### src/rtl/mem_ctrl_if.sv
// rtl/mem_ctrl_if.sv - core/RAM side bus bundle of the byte-serial memory controller
// Ports (slave = controller view):
//   if_en, if_pc            fetch request, held until if_done
//   if_done, if_data        fetch done pulse and block, byte 0 in LSBs
//   lsb_en, lsb_wr, lsb_len load/store request, held until lsb_done
//   lsb_addr, lsb_w_data    load/store address and little-endian store data
//   lsb_done, lsb_r_data    load/store done pulse and zero-extended load data
//   mem_din                 RAM read byte (one cycle after mem_a is sampled)
//   mem_dout, mem_a, mem_wr RAM write byte, byte address, write strobe
interface mem_ctrl_if #(
  parameter int IF_BLK_BYTES = 4,
  parameter int ADDR_W       = 32
);
  logic                      if_en;
  logic [ADDR_W-1:0]         if_pc;
  logic                      if_done;
  logic [8*IF_BLK_BYTES-1:0] if_data;
  logic                      lsb_en;
  logic                      lsb_wr;
  logic [2:0]                lsb_len;
  logic [ADDR_W-1:0]         lsb_addr;
  logic [31:0]               lsb_w_data;
  logic                      lsb_done;
  logic [31:0]               lsb_r_data;
  logic [7:0]                mem_din;
  logic [7:0]                mem_dout;
  logic [ADDR_W-1:0]         mem_a;
  logic                      mem_wr;

  modport master (
    output if_en, if_pc, lsb_en, lsb_wr, lsb_len, lsb_addr, lsb_w_data, mem_din,
    input  if_done, if_data, lsb_done, lsb_r_data, mem_dout, mem_a, mem_wr
  );

  modport slave (
    input  if_en, if_pc, lsb_en, lsb_wr, lsb_len, lsb_addr, lsb_w_data, mem_din,
    output if_done, if_data, lsb_done, lsb_r_data, mem_dout, mem_a, mem_wr
  );
endinterface

### src/rtl/mem_ctrl.sv
// rtl/mem_ctrl.sv - byte-serial memory controller arbitrating IFetch and LSB onto a byte RAM
// Ports:
//   clk       clock, all state on rising edge
//   rst       asynchronous active-low reset
//   rdy       global enable; low freezes every register
//   rollback  aborts an in-flight load (fetches and stores are unaffected)
//   bus       mem_ctrl_if.slave: fetch, load/store and RAM signals
module mem_ctrl #(
  parameter int IF_BLK_BYTES = 4,
  parameter int ADDR_W       = 32
) (
  input  logic       clk,
  input  logic       rst,
  input  logic       rdy,
  input  logic       rollback,
  mem_ctrl_if.slave  bus
);

  localparam int CNT_W = 8;
  localparam int IF_W  = 8 * IF_BLK_BYTES;

  typedef enum logic [2:0] {IDLE, IF_RD, LS_RD, LS_WR, COOL} state_t;

  state_t              state, state_n;
  logic [CNT_W-1:0]    cnt, cnt_n;
  logic [CNT_W-1:0]    nbytes, nbytes_n;
  logic [31:0]         wdata, wdata_n;
  logic [ADDR_W-1:0]   mem_a_q, mem_a_n;
  logic [7:0]          dout_q, dout_n;
  logic                wr_q, wr_n;
  logic                if_done_q, if_done_n;
  logic                lsb_done_q, lsb_done_n;
  logic [IF_W-1:0]     if_data_q, if_data_n;
  logic [31:0]         r_data_q, r_data_n;

  function automatic logic [CNT_W-1:0] len_bytes(input logic [2:0] len);
    case (len)
      3'd1:    return CNT_W'(1);
      3'd2:    return CNT_W'(2);
      default: return CNT_W'(4);
    endcase
  endfunction

  always_comb begin
    int idx;
    state_n    = state;
    cnt_n      = cnt;
    nbytes_n   = nbytes;
    wdata_n    = wdata;
    mem_a_n    = mem_a_q;
    dout_n     = dout_q;
    wr_n       = wr_q;
    if_data_n  = if_data_q;
    r_data_n   = r_data_q;
    if_done_n  = 1'b0;
    lsb_done_n = 1'b0;
    idx        = int'(cnt) - 1;

    case (state)
      IDLE: begin
        if (bus.lsb_en) begin
          state_n  = bus.lsb_wr ? LS_WR : LS_RD;
          nbytes_n = len_bytes(bus.lsb_len);
          cnt_n    = '0;
          mem_a_n  = bus.lsb_addr;
          wdata_n  = bus.lsb_w_data;
          if (bus.lsb_wr) begin
            dout_n = bus.lsb_w_data[7:0];
            wr_n   = 1'b1;
          end else begin
            // upper bytes of short loads must read back as zero
            r_data_n = '0;
          end
        end else if (bus.if_en) begin
          state_n  = IF_RD;
          nbytes_n = CNT_W'(IF_BLK_BYTES);
          cnt_n    = '0;
          mem_a_n  = bus.if_pc;
        end
      end

      IF_RD, LS_RD: begin
        if (state == LS_RD && rollback) begin
          state_n = COOL;
        end else begin
          // cnt = edges seen since acceptance; mem_din holds byte cnt-1
          cnt_n   = cnt + CNT_W'(1);
          mem_a_n = mem_a_q + ADDR_W'(1);
          if (cnt != '0) begin
            if (state == IF_RD) if_data_n[8*idx +: 8] = bus.mem_din;
            else                r_data_n[8*idx +: 8]  = bus.mem_din;
          end
          if (cnt == nbytes) begin
            state_n = COOL;
            if (state == IF_RD) if_done_n  = 1'b1;
            else                lsb_done_n = 1'b1;
          end
        end
      end

      LS_WR: begin
        // byte cnt is being written at this edge
        if (cnt + CNT_W'(1) == nbytes) begin
          wr_n       = 1'b0;
          lsb_done_n = 1'b1;
          state_n    = COOL;
        end else begin
          cnt_n   = cnt + CNT_W'(1);
          mem_a_n = mem_a_q + ADDR_W'(1);
          dout_n  = wdata[8*(int'(cnt)+1) +: 8];
        end
      end

      // requestor is still dropping en this cycle, so ignore it
      COOL:    state_n = IDLE;
      default: state_n = IDLE;
    endcase
  end

  always_ff @(posedge clk or negedge rst) begin
    if (!rst) begin
      state      <= IDLE;
      cnt        <= '0;
      nbytes     <= '0;
      wdata      <= '0;
      mem_a_q    <= '0;
      dout_q     <= '0;
      wr_q       <= 1'b0;
      if_done_q  <= 1'b0;
      lsb_done_q <= 1'b0;
      if_data_q  <= '0;
      r_data_q   <= '0;
    end else if (rdy) begin
      state      <= state_n;
      cnt        <= cnt_n;
      nbytes     <= nbytes_n;
      wdata      <= wdata_n;
      mem_a_q    <= mem_a_n;
      dout_q     <= dout_n;
      wr_q       <= wr_n;
      if_done_q  <= if_done_n;
      lsb_done_q <= lsb_done_n;
      if_data_q  <= if_data_n;
      r_data_q   <= r_data_n;
    end
  end

  assign bus.if_done    = if_done_q;
  assign bus.if_data    = if_data_q;
  assign bus.lsb_done   = lsb_done_q;
  assign bus.lsb_r_data = r_data_q;
  assign bus.mem_dout   = dout_q;
  assign bus.mem_a      = mem_a_q;
  assign bus.mem_wr     = wr_q;

endmodule

### src/flat_wrapper.sv
// flat-port wrapper written by rule: the top's interface ports become plain ports
module mem_ctrl_flat 
#(
  parameter int IF_BLK_BYTES = 4,
  parameter int ADDR_W       = 32
)
  (clk, rst, rdy, rollback, bus_if_en, bus_if_pc, bus_lsb_en, bus_lsb_wr, bus_lsb_len, bus_lsb_addr, bus_lsb_w_data, bus_mem_din, bus_if_done, bus_if_data, bus_lsb_done, bus_lsb_r_data, bus_mem_dout, bus_mem_a, bus_mem_wr);
  mem_ctrl_if #(.IF_BLK_BYTES(IF_BLK_BYTES), .ADDR_W(ADDR_W)) bus_i ();
  input  logic clk;
  input  logic rst;
  input  logic rdy;
  input  logic rollback;
  input wire logic [$bits(bus_i.if_en)-1:0] bus_if_en;
  input wire logic [$bits(bus_i.if_pc)-1:0] bus_if_pc;
  input wire logic [$bits(bus_i.lsb_en)-1:0] bus_lsb_en;
  input wire logic [$bits(bus_i.lsb_wr)-1:0] bus_lsb_wr;
  input wire logic [$bits(bus_i.lsb_len)-1:0] bus_lsb_len;
  input wire logic [$bits(bus_i.lsb_addr)-1:0] bus_lsb_addr;
  input wire logic [$bits(bus_i.lsb_w_data)-1:0] bus_lsb_w_data;
  input wire logic [$bits(bus_i.mem_din)-1:0] bus_mem_din;
  output wire logic [$bits(bus_i.if_done)-1:0] bus_if_done;
  output wire logic [$bits(bus_i.if_data)-1:0] bus_if_data;
  output wire logic [$bits(bus_i.lsb_done)-1:0] bus_lsb_done;
  output wire logic [$bits(bus_i.lsb_r_data)-1:0] bus_lsb_r_data;
  output wire logic [$bits(bus_i.mem_dout)-1:0] bus_mem_dout;
  output wire logic [$bits(bus_i.mem_a)-1:0] bus_mem_a;
  output wire logic [$bits(bus_i.mem_wr)-1:0] bus_mem_wr;
  assign bus_i.if_en = bus_if_en;
  assign bus_i.if_pc = bus_if_pc;
  assign bus_i.lsb_en = bus_lsb_en;
  assign bus_i.lsb_wr = bus_lsb_wr;
  assign bus_i.lsb_len = bus_lsb_len;
  assign bus_i.lsb_addr = bus_lsb_addr;
  assign bus_i.lsb_w_data = bus_lsb_w_data;
  assign bus_i.mem_din = bus_mem_din;
  assign bus_if_done = bus_i.if_done;
  assign bus_if_data = bus_i.if_data;
  assign bus_lsb_done = bus_i.lsb_done;
  assign bus_lsb_r_data = bus_i.lsb_r_data;
  assign bus_mem_dout = bus_i.mem_dout;
  assign bus_mem_a = bus_i.mem_a;
  assign bus_mem_wr = bus_i.mem_wr;
  mem_ctrl #(.IF_BLK_BYTES(IF_BLK_BYTES), .ADDR_W(ADDR_W)) u_core (.clk(clk), .rst(rst), .rdy(rdy), .rollback(rollback), .bus(bus_i));
endmodule
### config.mk
export PLATFORM = sky130hd
export DESIGN_NAME = mem_ctrl_flat
export DESIGN_NICKNAME = d
export VERILOG_FILES = /design/src/rtl/mem_ctrl_if.sv /design/src/rtl/mem_ctrl.sv /design/src/flat_wrapper.sv
export SDC_FILE = /design/constraint.sdc
export NUM_CORES = 1
export LEC_CHECK = 0
export ABC_AREA = 1
export ABC_CLOCK_PERIOD_IN_PS = 6300
export BUFFER_PORTS_ARGS = -buffer_cell sky130_fd_sc_hd__buf_2
export CAP_MARGIN = 20
export CORE_MARGIN = 1.5
export CORE_UTILIZATION = 45
export CTS_CLUSTER_DIAMETER = 100
export CTS_CLUSTER_SIZE = 25
export DETAILED_ROUTE_END_ITERATION = 12
export GPL_TIMING_DRIVEN = 1
export HOLD_SLACK_MARGIN = 0.15
export PLACE_DENSITY = 0.8
export SLEW_MARGIN = 20
export SYNTH_ARGS = -nofsm -noshare
export SYNTH_HDL_FRONTEND = slang
export SYNTH_SLANG_ARGS = --single-unit
### constraint.sdc
create_clock -name clk -period 6.3 [get_ports clk]
set_input_delay 0 -clock clk [delete_from_list [all_inputs] [get_ports clk]]
set_output_delay 0 -clock clk [all_outputs]
set_load 0.01 [all_outputs]
; ---- Word level (Yosys, flattened, before mapping)
; Cells that the tools add are included.
[op_classes]
add_sub_neg = 5
mul = 0
n_div = 0
magnitude_cmp = 0
n_eq_ne = 17
shifts = 3
mux = 45
bitwise = 1
reduce_logical = 16
[ops]
columns = operator, count
row1 = $mux 32, 9
row2 = $pmux 32 s3, 1
row3 = $mux 8, 9
row4 = $bwmux 32, 2
row5 = $pmux 32 s2, 1
row6 = $neg 32->33, 1
row7 = $shift 8x33->32 const A, 1
row8 = $shiftx 8x33->32, 1
row9 = $add 32x1->32 const B, 1
row10 = $shiftx 32x32->8, 1
row11 = $pmux 8 s3, 1
row12 = $reduce_and 5->1, 4
row13 = $eq 8x8->1, 2
row14 = $pmux 8 s2, 1
row15 = $mux 3, 5
row16 = $mux 1, 12
row17 = $ne 2x2->1 const B, 6
row18 = $add 8x1->9 const B, 1
row19 = $eq 3x2->1 const B, 3
row20 = $pmux 3 s3, 1
row21 = $sub 8x1->9 const B, 1
row22 = $add 8x1->8 const B, 1
row23 = $reduce_bool 8->1, 1
row24 = $reduce_and 7->1, 1
row25 = other kinds (14), 20
[word_totals]
regBits = 158
latchBits = 0
ramBits = 0
mem_bits_ro = 0
input_bits = 114
out_inout_bits = 107
elab_cells = 98
memories = 0

; ---- Logic depth before layout (Yosys ltp)
[depth]
depth_word = 8
ltp_mapped = 28
mapped_depth_nobuf = 25

; ---- Worst setup path after synthesis
; No wires, ideal clock.
[synth_timing]
kind = register to register
start = reg u_core.cnt[0]
end = reg u_core.if_data_q[16] (netlist: u_core.bus.if_data[16])
setup_time_ns = 0.117
arrival_time_ns = 3.757
required_ns = 6.183
slack_ns = 2.426
stages_incl_launch_ff = 25
path_buffers = 4
synth_period_minus_slack_ns = 3.874
path_cell_list = dfrtp_1 > inv_2 > clkbuf_1 > clkbuf_1 > buf_1 > ha_1 > nand2_2 > inv_2 > nand3_1 > nor2_1 > inv_1 > ha_1 > inv_1 > nand2_1 > nor3_1 > nand3_1 > nor2_1 > nand2_1 > nor2_4 > nand3_4 > nor2_4 > nand2_4 > buf_6 > o21ai_1 > inv_1
[synth_between]
elab_chain_len = 4
word_cells_on_any_way = 7
cone_classes = add/sub: 2 / shift: 2 / mux: 1 / reduce/logical: 2
[synth_rtl]
columns = item, line
row1 = start: declaration, mem_ctrl.sv:25  ; logic [CNT_W-1:0] cnt, cnt_n;
row2 = start signal: assignment, mem_ctrl.sv:135  ; cnt <= cnt_n;
row3 = $sub 8x1->9, mem_ctrl.sv:57  ; idx = int'(cnt) - 1;
row4 = $neg 32->33, mem_ctrl.sv:90  ; if (state == IF_RD) if_data_n[8*idx +: 8] = bus.mem_din;
row5 = $shiftx 8x33->32 / $shift 8x33->32 (equally long branches), mem_ctrl.sv:90
row6 = $bwmux 32, mem_ctrl.sv:90
row7 = end signal: assignment, mem_ctrl.sv:143  ; if_data_q <= if_data_n;
row8 = end: declaration, mem_ctrl.sv:33  ; logic [IF_W-1:0] if_data_q, if_data_n;
; Parallel ways exist; a longest one is shown, timed or not.
; A chain may end at the register's enable or synchronous reset.

; ---- Worst setup path in the final report
[layout_timing]
start = reg u_core.cnt[0]
end = reg u_core.r_data_q[13] (netlist: u_core.bus.lsb_r_data[13])
[layout_between]
elab_chain_len = 8
word_cells_on_any_way = 12
cone_classes = add/sub: 2 / eq/ne: 1 / shift: 2 / mux: 5 / reduce/logical: 2
[layout_rtl]
columns = item, line
row1 = $sub 8x1->9, mem_ctrl.sv:57
row2 = $neg 32->33, mem_ctrl.sv:91  ; else r_data_n[8*idx +: 8] = bus.mem_din;
row3 = $shiftx 8x33->32 / $shift 8x33->32 (equally long branches), mem_ctrl.sv:91
row4 = $bwmux 32, mem_ctrl.sv:91
row5 = $mux 32, mem_ctrl.sv:90
row6 = $mux 32, mem_ctrl.sv:89  ; if (cnt != '0) begin
row7 = $mux 32, mem_ctrl.sv:83  ; if (state == LS_RD && rollback) begin
row8 = $pmux 32 s2, mem_ctrl.sv:59  ; case (state)
row9 = end signal: assignment, mem_ctrl.sv:144  ; r_data_q <= r_data_n;
row10 = end: declaration, mem_ctrl.sv:34  ; logic [31:0] r_data_q, r_data_n;
; Parallel ways exist; a longest one is shown, timed or not. The select of a mux whose other input is x is not followed.

==> impl_metrics.ini <==
[synthesis]
synth_nets = 1253
async_reset_ff_share_pct = 100
yosysWarnings = 0
syn_avg_cell_area_um2 = 7.52
synth_enable_flop_cells = 0
ys_seq_area_share_pct = 42.7
synth_seq_cells = 145
yosysUniqueCellTypes = 41
yosysTopAreaCellShare_pct = 42.7
synth.area.top_cells = dfrtp_1 (43%), nand2_1 (16%), inv_1 (4.7%)
synth.most_common_cell = nand2_1
synth_top_cells_by_count = nand2_1 (357), dfrtp_1 (145), inv_1 (106)
synth-main-ff-cell = dfrtp_1
syn_inst = 1129
synth_area_um2 = 8490
synth.largest_area_cell = dfrtp_1

[clock_network]
postCtsSetupRepairBufs = 0
cts_tree = yes
cts_root_buf = clkbuf_16
cts_sinks = 145
cts_resized = 0
cts_buffers = 17
clock_latency_ns = 0.43
clkTransAtPathRegs_ns = 0.07
cts_buffer_depth = 2
htreeDepth = 4

[sta]
drv_slew = 0
hold_slack_ns = 0.160
fin_setup_tns_ns = 0
skew_ns = 0.0130
rsz0062_at_grt = false
setup_viol = 0
clock.fmax_mhz = 257
fin_crit_ns = 3.90
setup_ws_ns = 2.40
slew_headroom_pct = 26.8
hold_viol = 0
period_share_pct = 61.9
tightest_slew_ns = 1.09

[global_routing]
grt_max_degree = 75
grt_overflow_total = 0
gr-usage-all-layers_pct = 26.5
grt_pass1_vias = 8624
grt_pass1_wl_mm = 42.1
antenna_found_initial = 0

[placed_design]
gp_congestion = 0.889
io_buffers = 220
place_ws_ns = 2.42
place_hpwl_mm = 16.3
place_inst = 1543
dpl_cell_area_um2 = 9680

[power]
p_switching_mw = 1.91
p_sw_share_pct = 42.6
leakagePower_nw = 5.90
seqPwrFrac_pct = 33.5
total_power_mw = 4.47
combPwrFrac_pct = 41.7
p_clk_share_pct = 24.8
p_per_area_nw_per_um2 = 389
p_int_mw = 2.56
ir_drop_v = 0.000222

[critical_path]
cp.arrival_ns = 4.26
crit_path_start_kind = register
path_max_fanout = 33
cp-end-kind = register
worst-setup-path-type = register to register
reg2reg_slack_ns = 2.40
cp.required_ns = 6.66
worst-r2r-cell-count = 21
r2r-end = u_core.bus.lsb_r_data[13]
timing.rr.start = u_core.cnt[0]

[routing]
dr.pass1.iters = 5
via_per_inst = 5.25
dr.first_iter.drc_count = 681
num_vias = 8890
drc_errors = 0
route.met3.wl_mm = 1.54
wl_per_cell_um = 15.1
wl_mm = 25.5
highest_layer = met4
met1_length_mm = 10.9
wl_met2_mm = 12.2
ant_nets = 0

[finish]
n_fill_cell = 1512
fin_util_pct = 61.9
finish.instance_area_um2 = 11500
antenna_cells = 0
drive_above_1_share_pct = 21.5
area_growth_pct = 35.3
layout.nets = 1569
final_cell_count_no_fill = 1692

[die]
die_h_um = 140
start_util_pct = 45.7
fp-row-count = 50
die_area_um2 = 19700
core-area_um2 = 18600
die_x_um = 140
ios = 221

[run]
drv_cap = 0

[outcome]
status = complete, no violations

[hold_path]
hold_path_class = input port to async pin
[cell type report]
| cell class | instances | area (um^2) | share of cell area, % |
|---|---|---|---|
| multi-input combinational | 828 | 4210 | 36.7 |
| clock inverter | 15 | 213 | 1.85 |
| sequential | 145 | 3630 | 31.6 |
| inverter | 114 | 428 | 3.72 |
| clock buffer | 17 | 425 | 3.70 |
| tap | 234 | 293 | 2.55 |
| timing repair buffer | 339 | 2290 | 20.0 |
[state kept, by name (all words and copies together), names as in the netlist, 3 cells and up]
register	count
u_core.bus.if_data	32
u_core.bus.mem_dout	8
u_core.bus.lsb_r_data	32
u_core.state	3
u_core.bus.mem_a	32
u_core.nbytes	3
u_core.cnt	8
u_core.wdata	24
[power by group through the flow]
stage	Sequential (mW)	Combinational (mW)	Clock (mW)
2_1_floorplan	1.51	1.16	0
3_3_place_gp	1.49	1.68	0
3_5_place_dp	1.49	1.72	0
4_1_cts	1.48	1.83	1.12
5_1_grt	1.53	2.08	1.16
6_report	1.50	1.87	1.11
[timing repair]
| action | 4_1_cts | 5_1_grt |
|---|---|---|
| hold buffers | 117 | 0 |
| hold endpoints to repair | 210 | 0 |
| endpoints found under the setup margin | 0 | 0 |
[logic make-up (layout without fill, tap and decap cells)]
logic type	count (synthesis)	after routing	share of synthesized area (%)
AO/OA/AOI/OAI	157	157	10.2
flip-flops	145	145	42.7
buffers and inverters	156	485	7.66
AND/OR/NAND/NOR	597	597	30.5
multiplexers	31	31	3.96
adder cells (fa/ha/maj)	10	10	1.47
XOR/XNOR	33	33	3.40
[how the worst max path moves through the flow]
stage | startpoint | depth (start not counted) | to | slack [ns]
3_3_place_gp | u_core.cnt[0] | 21 | u_core.bus.lsb_r_data[12] | 2.57
6_report | u_core.cnt[0] | 21 | u_core.bus.lsb_r_data[13] | 2.40
2_1_floorplan | u_core.cnt[0] | 24 | u_core.bus.if_data[16] | 2.43
4_1_cts | u_core.cnt[0] | 21 | u_core.bus.lsb_r_data[14] | 2.40
3_5_place_dp | u_core.cnt[0] | 21 | u_core.bus.lsb_r_data[14] | 2.42
5_1_grt | u_core.cnt[0] | 21 | u_core.bus.lsb_r_data[14] | 1.86
[cell usage in the layout (no fill, tap or decap), types with 14 or more instances in the layout]
| cell | n |
|---|---|
| clkbuf_16 | 17 |
| a21oi_1 | 24 |
| o21ai_1 | 34 |
| xor2_1 | 23 |
| nor2_1 | 98 |
| o21ai_0 | 72 |
| nor3_1 | 27 |
| dlygate4sd3_1 | 117 |
| mux2_2 | 21 |
| nand4_1 | 14 |
| inv_1 | 106 |
| nand2_1 | 357 |
| buf_2 | 219 |
| nand3_1 | 63 |
| dfrtp_1 | 145 |
[routing by layer]
metal	global-route usage (%)	vias to the layer above
met5	0	-
met4	10.4	0
met2	44.3	391
met3	4.65	68
met1	34.2	4157
li1	-	4274
[worst max-delay path, cell delays in order, from the launching register on]
cell and delay [ns]:
dfrtp_1 0.56, inv_2 0.51, ha_1 0.32, nand2_2 0.10, inv_2 0.06, nand3_1 0.07, nor2_1 0.22, inv_1 0.20
ha_1 0.33, inv_1 0.07, nand2_1 0.05, nor3_1 0.12, nand3_1 0.08, nor2_1 0.09, nand2_1 0.08, nor2_4 0.10
nand3_4 0.15, nor2_8 0.18, o21ai_2 0.17, inv_1 0.19, nand2_1 0.07, nand2_1 0.09
(Power assumes the default switching activity.)
